--- src/rtl/hpdcache_flush_line_serializer.sv ---
// Buffers one flushed cache line and streams it to the memory write-data channel as MEM_DATA_W beats.
// Optional HPDCACHE_FLUSH_SER_SKIP_CLEAN_BEATS_EN: skip beats whose byte-enables are all zero.
module hpdcache_flush_line_serializer #(
    parameter int unsigned LINE_W     = 512,
    parameter int unsigned MEM_DATA_W = 64,
    parameter int unsigned ID_W       = 4
) (
    input  logic                    clk_i,
    input  logic                    rst_ni,
    input  logic                    line_valid_i,
    output logic                    line_ready_o,
    input  logic [LINE_W-1:0]       line_data_i,
    input  logic [LINE_W/8-1:0]     line_be_i,
    input  logic [ID_W-1:0]         line_id_i,
    output logic                    beat_valid_o,
    input  logic                    beat_ready_i,
    output logic [MEM_DATA_W-1:0]   beat_data_o,
    output logic [MEM_DATA_W/8-1:0] beat_be_o,
    output logic [ID_W-1:0]         beat_id_o,
    output logic                    beat_last_o,
    output logic                    busy_o
);

    localparam int unsigned BEATS     = LINE_W / MEM_DATA_W;
    localparam int unsigned BEAT_BE_W = MEM_DATA_W / 8;
    localparam int unsigned PTR_W     = (BEATS > 1) ? $clog2(BEATS) : 1;

    typedef enum logic {
        IDLE,
        SEND
    } state_t;

    state_t                                 state_q;
    logic [BEATS-1:0][MEM_DATA_W-1:0]       data_q;
    logic [BEATS-1:0][BEAT_BE_W-1:0]        be_q;
    logic [ID_W-1:0]                        id_q;
    logic [PTR_W-1:0]                       ptr_q;

    logic                                   line_fire;
    logic                                   beat_fire;
    logic                                   last_c;
    logic [PTR_W-1:0]                       first_ptr_c;
    logic [PTR_W-1:0]                       next_ptr_c;

`ifdef HPDCACHE_FLUSH_SER_SKIP_CLEAN_BEATS_EN
    logic [BEATS-1:0]                       mask_q;
    logic [BEATS-1:0]                       line_mask_c;
    logic [BEATS-1:0][BEAT_BE_W-1:0]        line_be_2d;
    logic                                   has_next_c;

    assign line_be_2d = line_be_i;

    // Descending scans leave the lowest qualifying index; an empty line falls back to beat 0.
    always_comb begin
        line_mask_c = '0;
        for (int unsigned b = 0; b < BEATS; b++) begin
            line_mask_c[b] = |line_be_2d[b];
        end
        first_ptr_c = '0;
        for (int unsigned b = BEATS; b > 0; b--) begin
            if (line_mask_c[b-1]) first_ptr_c = PTR_W'(b-1);
        end
        next_ptr_c = ptr_q;
        has_next_c = 1'b0;
        for (int unsigned b = BEATS; b > 0; b--) begin
            if (mask_q[b-1] && (PTR_W'(b-1) > ptr_q)) begin
                next_ptr_c = PTR_W'(b-1);
                has_next_c = 1'b1;
            end
        end
    end

    assign last_c = ~has_next_c;
`else
    assign first_ptr_c = '0;
    assign next_ptr_c  = ptr_q + PTR_W'(1);
    assign last_c      = (ptr_q == PTR_W'(BEATS-1));
`endif

    assign beat_valid_o = (state_q == SEND);
    assign busy_o       = (state_q == SEND);
    assign beat_data_o  = data_q[ptr_q];
    assign beat_be_o    = be_q[ptr_q];
    assign beat_id_o    = id_q;
    assign beat_last_o  = beat_valid_o & last_c;

    assign beat_fire    = beat_valid_o & beat_ready_i;
    assign line_ready_o = (state_q == IDLE) | (beat_fire & beat_last_o);
    assign line_fire    = line_valid_i & line_ready_o;

    always_ff @(posedge clk_i or negedge rst_ni) begin
        if (!rst_ni) begin
            state_q <= IDLE;
            data_q  <= '0;
            be_q    <= '0;
            id_q    <= '0;
            ptr_q   <= '0;
`ifdef HPDCACHE_FLUSH_SER_SKIP_CLEAN_BEATS_EN
            mask_q  <= '0;
`endif
        end else begin
            // A line can only fire in SEND together with the last beat, so it takes priority.
            if (line_fire) begin
                state_q <= SEND;
                data_q  <= line_data_i;
                be_q    <= line_be_i;
                id_q    <= line_id_i;
                ptr_q   <= first_ptr_c;
`ifdef HPDCACHE_FLUSH_SER_SKIP_CLEAN_BEATS_EN
                mask_q  <= line_mask_c;
`endif
            end else if (beat_fire) begin
                if (last_c) begin
                    state_q <= IDLE;
                end else begin
                    ptr_q <= next_ptr_c;
                end
            end
        end
    end

endmodule

--- config.mk ---
export PLATFORM = sky130hd
export DESIGN_NAME = hpdcache_flush_line_serializer
export DESIGN_NICKNAME = d
export VERILOG_FILES = /design/src/rtl/hpdcache_flush_line_serializer.sv
export SDC_FILE = /design/constraint.sdc
export NUM_CORES = 1
export LEC_CHECK = 0
export ABC_AREA = 1
export CAP_MARGIN = 15
export CORE_AREA = 2 2 260 262
export CTS_BUF_LIST = sky130_fd_sc_hd__clkbuf_2
export CTS_CLUSTER_SIZE = 28
export DETAILED_ROUTE_END_ITERATION = 16
export DIE_AREA = 0 0 262 264
export HOLD_SLACK_MARGIN = 0.12
export PLACE_DENSITY = 0.76
export SYNTH_ARGS = -nofsm -noshare
export SYNTH_HDL_FRONTEND = slang
export SYNTH_SLANG_ARGS = --single-unit
--- constraint.sdc ---
create_clock -name clk_i -period 1.73 [get_ports clk_i]
set_input_delay 0.173 -clock clk_i [delete_from_list [all_inputs] [get_ports clk_i]]
set_output_delay 0.173 -clock clk_i [all_outputs]
set_load 0.005 [all_outputs]
==> parameters.txt, run 1 <==
Parameter                              Value

Clocking
  Cts-stage hold buffer count ... around 1100
  CTS buffer count ... approximately 160
  Number of setup buffers added after CTS ... 1
  H-tree lvl count ... 4
  Buffer cell driving the clock tree root ... sky130_fd_sc_hd__clkbuf_2
  Buffer depth of the longest clock path ... 3
  Number of clock sinks ... between 500 and 600
  Count of cells resized by post-cts repair ... 90

Placed design
  Post-detail-place hpwl ... about 77000 um
  Port-buffer cells ... 663
  Setup Slack @ Placement ... -0.474 ns
  Weighted congestion reported at the end of routability-driven placement ... approximately 0.96

Die
  Row Count ... 95
  Starting utilization of the core area ... 44.9%
  Die Y-Extent ... between 200 and 300 um
  Boundary pin count ... about 660
  Floorplan die width ... ~260 um

Synthesis
  Sequential share of the synthesized area ... 48.9%
  Top_reg_cell synth ... sky130_fd_sc_hd__dfrtp_1
  Leading cell types by total area after synthesis ... sky130_fd_sc_hd__dfrtp_1 (49%), sky130_fd_sc_hd__nand2_1 (19%), sky130_fd_sc_hd__o21ai_2 (9.0%), sky130_fd_sc_hd__inv_1 (7.3%), sky130_fd_sc_hd__nand3_1 (4.8%)
  Number of flops mapped to enable cells by yosys ... 0
  Most instantiated library cell after synthesis ... sky130_fd_sc_hd__nand2_1
  Number of storage elements in the synthesis netlist ... a little under 600
  Top-area cell type share of the netlist area ... approximately half
  Synthesized net count ... 4396
  Share of async-settable or async-resettable flops after synthesis ... 100%
  Cells after synthesis ... between 3000 and 4000
  Most instantiated cells after synthesis ... sky130_fd_sc_hd__nand2_1 (1493), sky130_fd_sc_hd__dfrtp_1 (584), sky130_fd_sc_hd__inv_1 (581)
  Yosys warning total ... 0
  Synthesized area divided by synthesized cell count ... between 7 and 8 um^2
  Netlist area before placement ... around 30000 um^2
  Cell variety after synth ... 21
  Cell type contributing the most total cell area after synthesis ... sky130_fd_sc_hd__dfrtp_1

Run status
  Last stage the flow got to ... clock tree synthesis (4_1_cts)
  Stop err ... [ERROR RSZ-0060] Max buffer count reached.
  Run status ... did not finish
[metrics by stage]
step / cell area [um^2] / std cells / setup TNS, ns
floorplan: 29900 / 3810 / 0
global placement: 37800 / 5268 / -143.75
detailed placement: 37800 / 5268 / -176.29
[cells by family after synthesis]
group / synth area share (%)
DFF: 48.9
adders and majority gates: 0.0837
AOI/OAI and AO/OA: 13.7
and+or+nand+nor: 24.3
buffers and inverters: 13.0
==> run 2, diff against run 1 <==
==> config.mk (replaced) <==
export PLATFORM = sky130hd
export DESIGN_NAME = hpdcache_flush_line_serializer
export DESIGN_NICKNAME = d
export VERILOG_FILES = /design/src/rtl/hpdcache_flush_line_serializer.sv
export SDC_FILE = /design/constraint.sdc
export NUM_CORES = 1
export LEC_CHECK = 0
export ABC_AREA = 1
export CAP_MARGIN = 15
export CORE_MARGIN = 2
export CORE_UTILIZATION = 40
export DETAILED_ROUTE_END_ITERATION = 16
export PLACE_DENSITY_LB_ADDON = 0.15
export SYNTH_ARGS = -nofsm -noshare
export SYNTH_HDL_FRONTEND = slang
export SYNTH_SLANG_ARGS = --single-unit
==> constraint.sdc (replaced) <==
create_clock -name clk_i -period 2.2 [get_ports clk_i]
set_input_delay 0.22 -clock clk_i [delete_from_list [all_inputs] [get_ports clk_i]]
set_output_delay 0.22 -clock clk_i [all_outputs]
set_load 0.005 [all_outputs]
==> parameters.txt, run 2 <==
Parameter                              Value

STA
  Clock period minus worst slack ... approximately 2.5 ns
  Actual slew at the worst max-slew pin ... between 0.5 and 0.6 ns
  Worst-case headroom to the max-slew limit ... a little over three fifths
  Setup ws final ... -0.307 ns
  Final setup violating endpoints ... around 180
  Total Neg Setup Slack ... -19.79 ns
  Worst hold slack ... 0.132 ns
  RSZ-0062 raised after global routing ... true
  Count of endpoints failing hold in the final timing report ... 0
  Fin. max-slew vios ... 0
  Share of the cycle needed by the critical path after routing ... 114%
  Peak clock frequency supported by timing ... 399 MHz
  Worst setup skew after layout ... slightly above 0.02 ns

Die
  Floorplan die width ... 277 um (+5.8%)
  Row Count ... 100 (+5.3%)
  Total Die Area ... 76900 um^2
  Std-Cell Core Area ... around 74000 um^2
  Die Y-Extent ... 277 um (+5.0%)
  Boundary pin count ... 664 (unchanged)
  Starting utilization of the core area ... 40.3% (-4.6 points)

Layout
  Number of flip-flops in the largest register ... slightly above 500
  Total area of sequential cells ... 14600 um^2
  Area growth syn-to-layout ... 44.0%
  Total Nets Final ... 5114
  Area occupied by multi-input gates ... about 13000 um^2
  Layout cell share with drive strength beyond 1 ... between 20% and 30%
  Most common cell after layout, fill and taps aside ... sky130_fd_sc_hd__nand2_1
  Summed area of non-filler cells in the final layout ... about 43000 um^2
  Top library cells by usage in the layout, fill and taps aside ... sky130_fd_sc_hd__nand2_1 (1269), sky130_fd_sc_hd__clkdlybuf4s50_1 (588), sky130_fd_sc_hd__dfrtp_1 (581)
  Number of filler cells placed in the layout ... a little under 7000
  Most flop-heavy register ... data_q

Route
  Total iterations of the first detailed-routing run ... 6
  Aggregate routed wire length ... ~120000 um
  Via count of the routed design ... roughly 28000
  Residual antenna-violating net count after detailed routing ... 0
  DRC ... 0
  Via-per-instance ratio ... around 5
  Wirelength per Cell ... around 21 um
  Count of routing violations after the opening detailed-route iteration ... 2160

Global routing
  Wire length of the first global-routing pass ... around 160000 um
  Most used routing layer in global routing ... met2
  Via count of the first global-routing pass ... 26300
  Pin count of the biggest net entering global routing ... slightly above 70
  Aggregate global-route resource usage ... between 20% and 30%
  Global routing usage on met2 ... around two fifths
  Number of antenna violations at the first check in global routing ... 11
  Leftover overflow at the end of global routing ... 0
  Global routing usage on met1 ... 40.6%
  Met3 layer usage reported by global route ... 4.48%

Hold path
  Hold WC Path Type ... input pin to flop
  Startpoint of the most critical hold path ... line_data_i[465]
  Count of cells along the worst hold path ... 3
  Destination of the worst hold path ... data_q[465]$_DFFE_PN0P_

Synthesis
  Cells after synthesis ... 3810 (unchanged)
  Sequential share of the synthesized area ... 48.9% (unchanged)
  Share of async-settable or async-resettable flops after synthesis ... 100% (unchanged)
  Number of flops mapped to enable cells by yosys ... 0 (unchanged)
  Synthesized area divided by synthesized cell count ... 7.84 um^2 (unchanged)
  Yosys warning total ... 0 (unchanged)
  Netlist area before placement ... 29900 um^2 (unchanged)
  Cell variety after synth ... 21 (unchanged)
  Number of storage elements in the synthesis netlist ... 584 (unchanged)
  Top_reg_cell synth ... sky130_fd_sc_hd__dfrtp_1
  Leading cell types by total area after synthesis ... sky130_fd_sc_hd__dfrtp_1 (49%), sky130_fd_sc_hd__nand2_1 (19%), sky130_fd_sc_hd__o21ai_2 (9.0%), sky130_fd_sc_hd__inv_1 (7.3%), sky130_fd_sc_hd__nand3_1 (4.8%)
  Synthesized net count ... 4396 (unchanged)
  Top-area cell type share of the netlist area ... 48.9% (unchanged)
  Cell type contributing the most total cell area after synthesis ... sky130_fd_sc_hd__dfrtp_1
  Most instantiated cells after synthesis ... sky130_fd_sc_hd__nand2_1 (1493), sky130_fd_sc_hd__dfrtp_1 (584), sky130_fd_sc_hd__inv_1 (581)
  Most instantiated library cell after synthesis ... sky130_fd_sc_hd__nand2_1

Run
  Number of max-cap violations ... 0

Clocking
  TritonCTS clock tree ... done
  Buffer cell driving the clock tree root ... sky130_fd_sc_hd__clkbuf_16
  CTS buffer count ... 68 (-57%)
  Register clock-pin slew on the reported worst setup and hold paths ... ~0.060 ns
  H-tree lvl count ... 3 (-1)
  Buffer depth of the longest clock path ... 3 (unchanged)
  Latest clock arrival within the worst-skew pair ... a little over 0.6 ns
  Number of clock sinks ... 584 (unchanged)

Setup path
  Biggest fanout along the worst timing path ... 6
  Maximum single-stage delay on the critical path ... a little over 0.5 ns
  Crit Path Category ... flop to output pin
  Crit end category ... output pin
  Reg2Reg Setup Slack ... -0.07 ns
  Crit start category ... flop
  Slowest cell on the critical path ... sky130_fd_sc_hd__dfrtp_4
  Critical-path cell list ... buf_12 > buf_12 > buf_6 > buf_6 > nand2_1 > nand3_2 > nand2_2 > nand2_1 > nand2_1 > buf_6
  Worst-case reg-to-reg path depth ... 11
  Crit path required time ... 1.98 ns
  Worst reg2reg path startpoint ... ptr_q[1]$_DFFE_PN0P_
  Endpoint of the worst register-to-register path ... data_q[232]$_DFFE_PN0P_
  Arrival time worst endpoint ... roughly 2.3 ns

Run status
  Failing checks ... negative setup slack
  Run status ... finished with violations

Pwr
  Power after layout ... 63.2 mW
  Leakage ... about 21 nW
  Cell Pwr Density ... around 1500 nW/um^2
  VDD IR max ... around 0.77 mV

Placed design
  Placed inst area ... 38000 um^2 (+0.48%)
  Port-buffer cells ... 663 (unchanged)
  Weighted congestion reported at the end of routability-driven placement ... 0.926 (-3.1%)
  Post-detail-place hpwl ... 80900 um (+4.5%)
  Setup Slack @ Placement ... -0.113 ns (+0.361 ns)
run 2: cell counts after synthesis:
No cell type changed its count.
run 2: cell families after synthesis:
group / share of synthesized area, %
compound gates: 13.7
flops: 48.9
buf+inv: 13.0
simple gates: 24.3
fa+ha+maj: 0.0837
run 2: repair_timing:
item                       4_1_cts  5_1_grt
pin swaps                       23      133
hold endpoints to repair       122        0
resized for setup              259      464
setup endpoints to repair       75      577
setup buffers                    6       28
cloned                           4       37
hold buffers                     1        0
run 2: power breakdown:
part           switching, mW  internal [mW]
registers               1.45           16.2
clock network           4.89           7.19
logic                   19.6           13.8
run 2: metrics by stage:
| step | util, % | cells |
|---|---|---|
| global route | 58.0 | 5556 |
| detailed placement | 51.2 | 5354 |
| floorplan | - | 3810 |
| CTS | 55.1 | 5488 |
| finish | 58.0 | 5557 |
| global placement | 51.2 | 5354 |
run 2: worst max path at each step:
stage	startpoint	to	slack (ns)	cells after the start
floorplan	ptr_q[0]$_DFFE_PN0P_	data_q[133]$_DFFE_PN0P_	0.51	9
global placement	ptr_q[0]$_DFFE_PN0P_	beat_data_o[30]	-0.09	9
detailed placement	ptr_q[0]$_DFFE_PN0P_	beat_data_o[30]	-0.11	9
CTS	ptr_q[0]$_DFFE_PN0P_	beat_data_o[21]	-0.69	9
global route	ptr_q[0]$_DFFE_PN0P_	beat_data_o[46]	-0.37	11
finish	ptr_q[0]$_DFFE_PN0P_	beat_data_o[19]	-0.31	10
run 2: final cells by class:
class                      instances  area share [%]
clock buffer                      95            4.61
timing repair inverter             1          0.0262
tap                              969            2.82
antenna                            7          0.0407
sequential                       584            34.0
multi-input combinational       2403            29.5
inverter                         584            5.19
timing repair buffer             886            22.9
clock inverter                    28           0.937
run 2: worst max-delay path: cells and delay by family (launching register included):
family / cells / cell delay, ns
buffers and inverters: 5 / 0.67
flip-flops: 1 / 0.51
AND/OR/NAND/NOR: 5 / 0.48
run 2: routing by layer:
metal / up-vias / share of wire, %
met5: - / 0.060
met4: 10 / 3.6
met3: 194 / 6.9
met2: 1077 / 45
met1: 13200 / 45
li1: 13200 / -
Note: power is estimated with default switching activity, not from simulation.
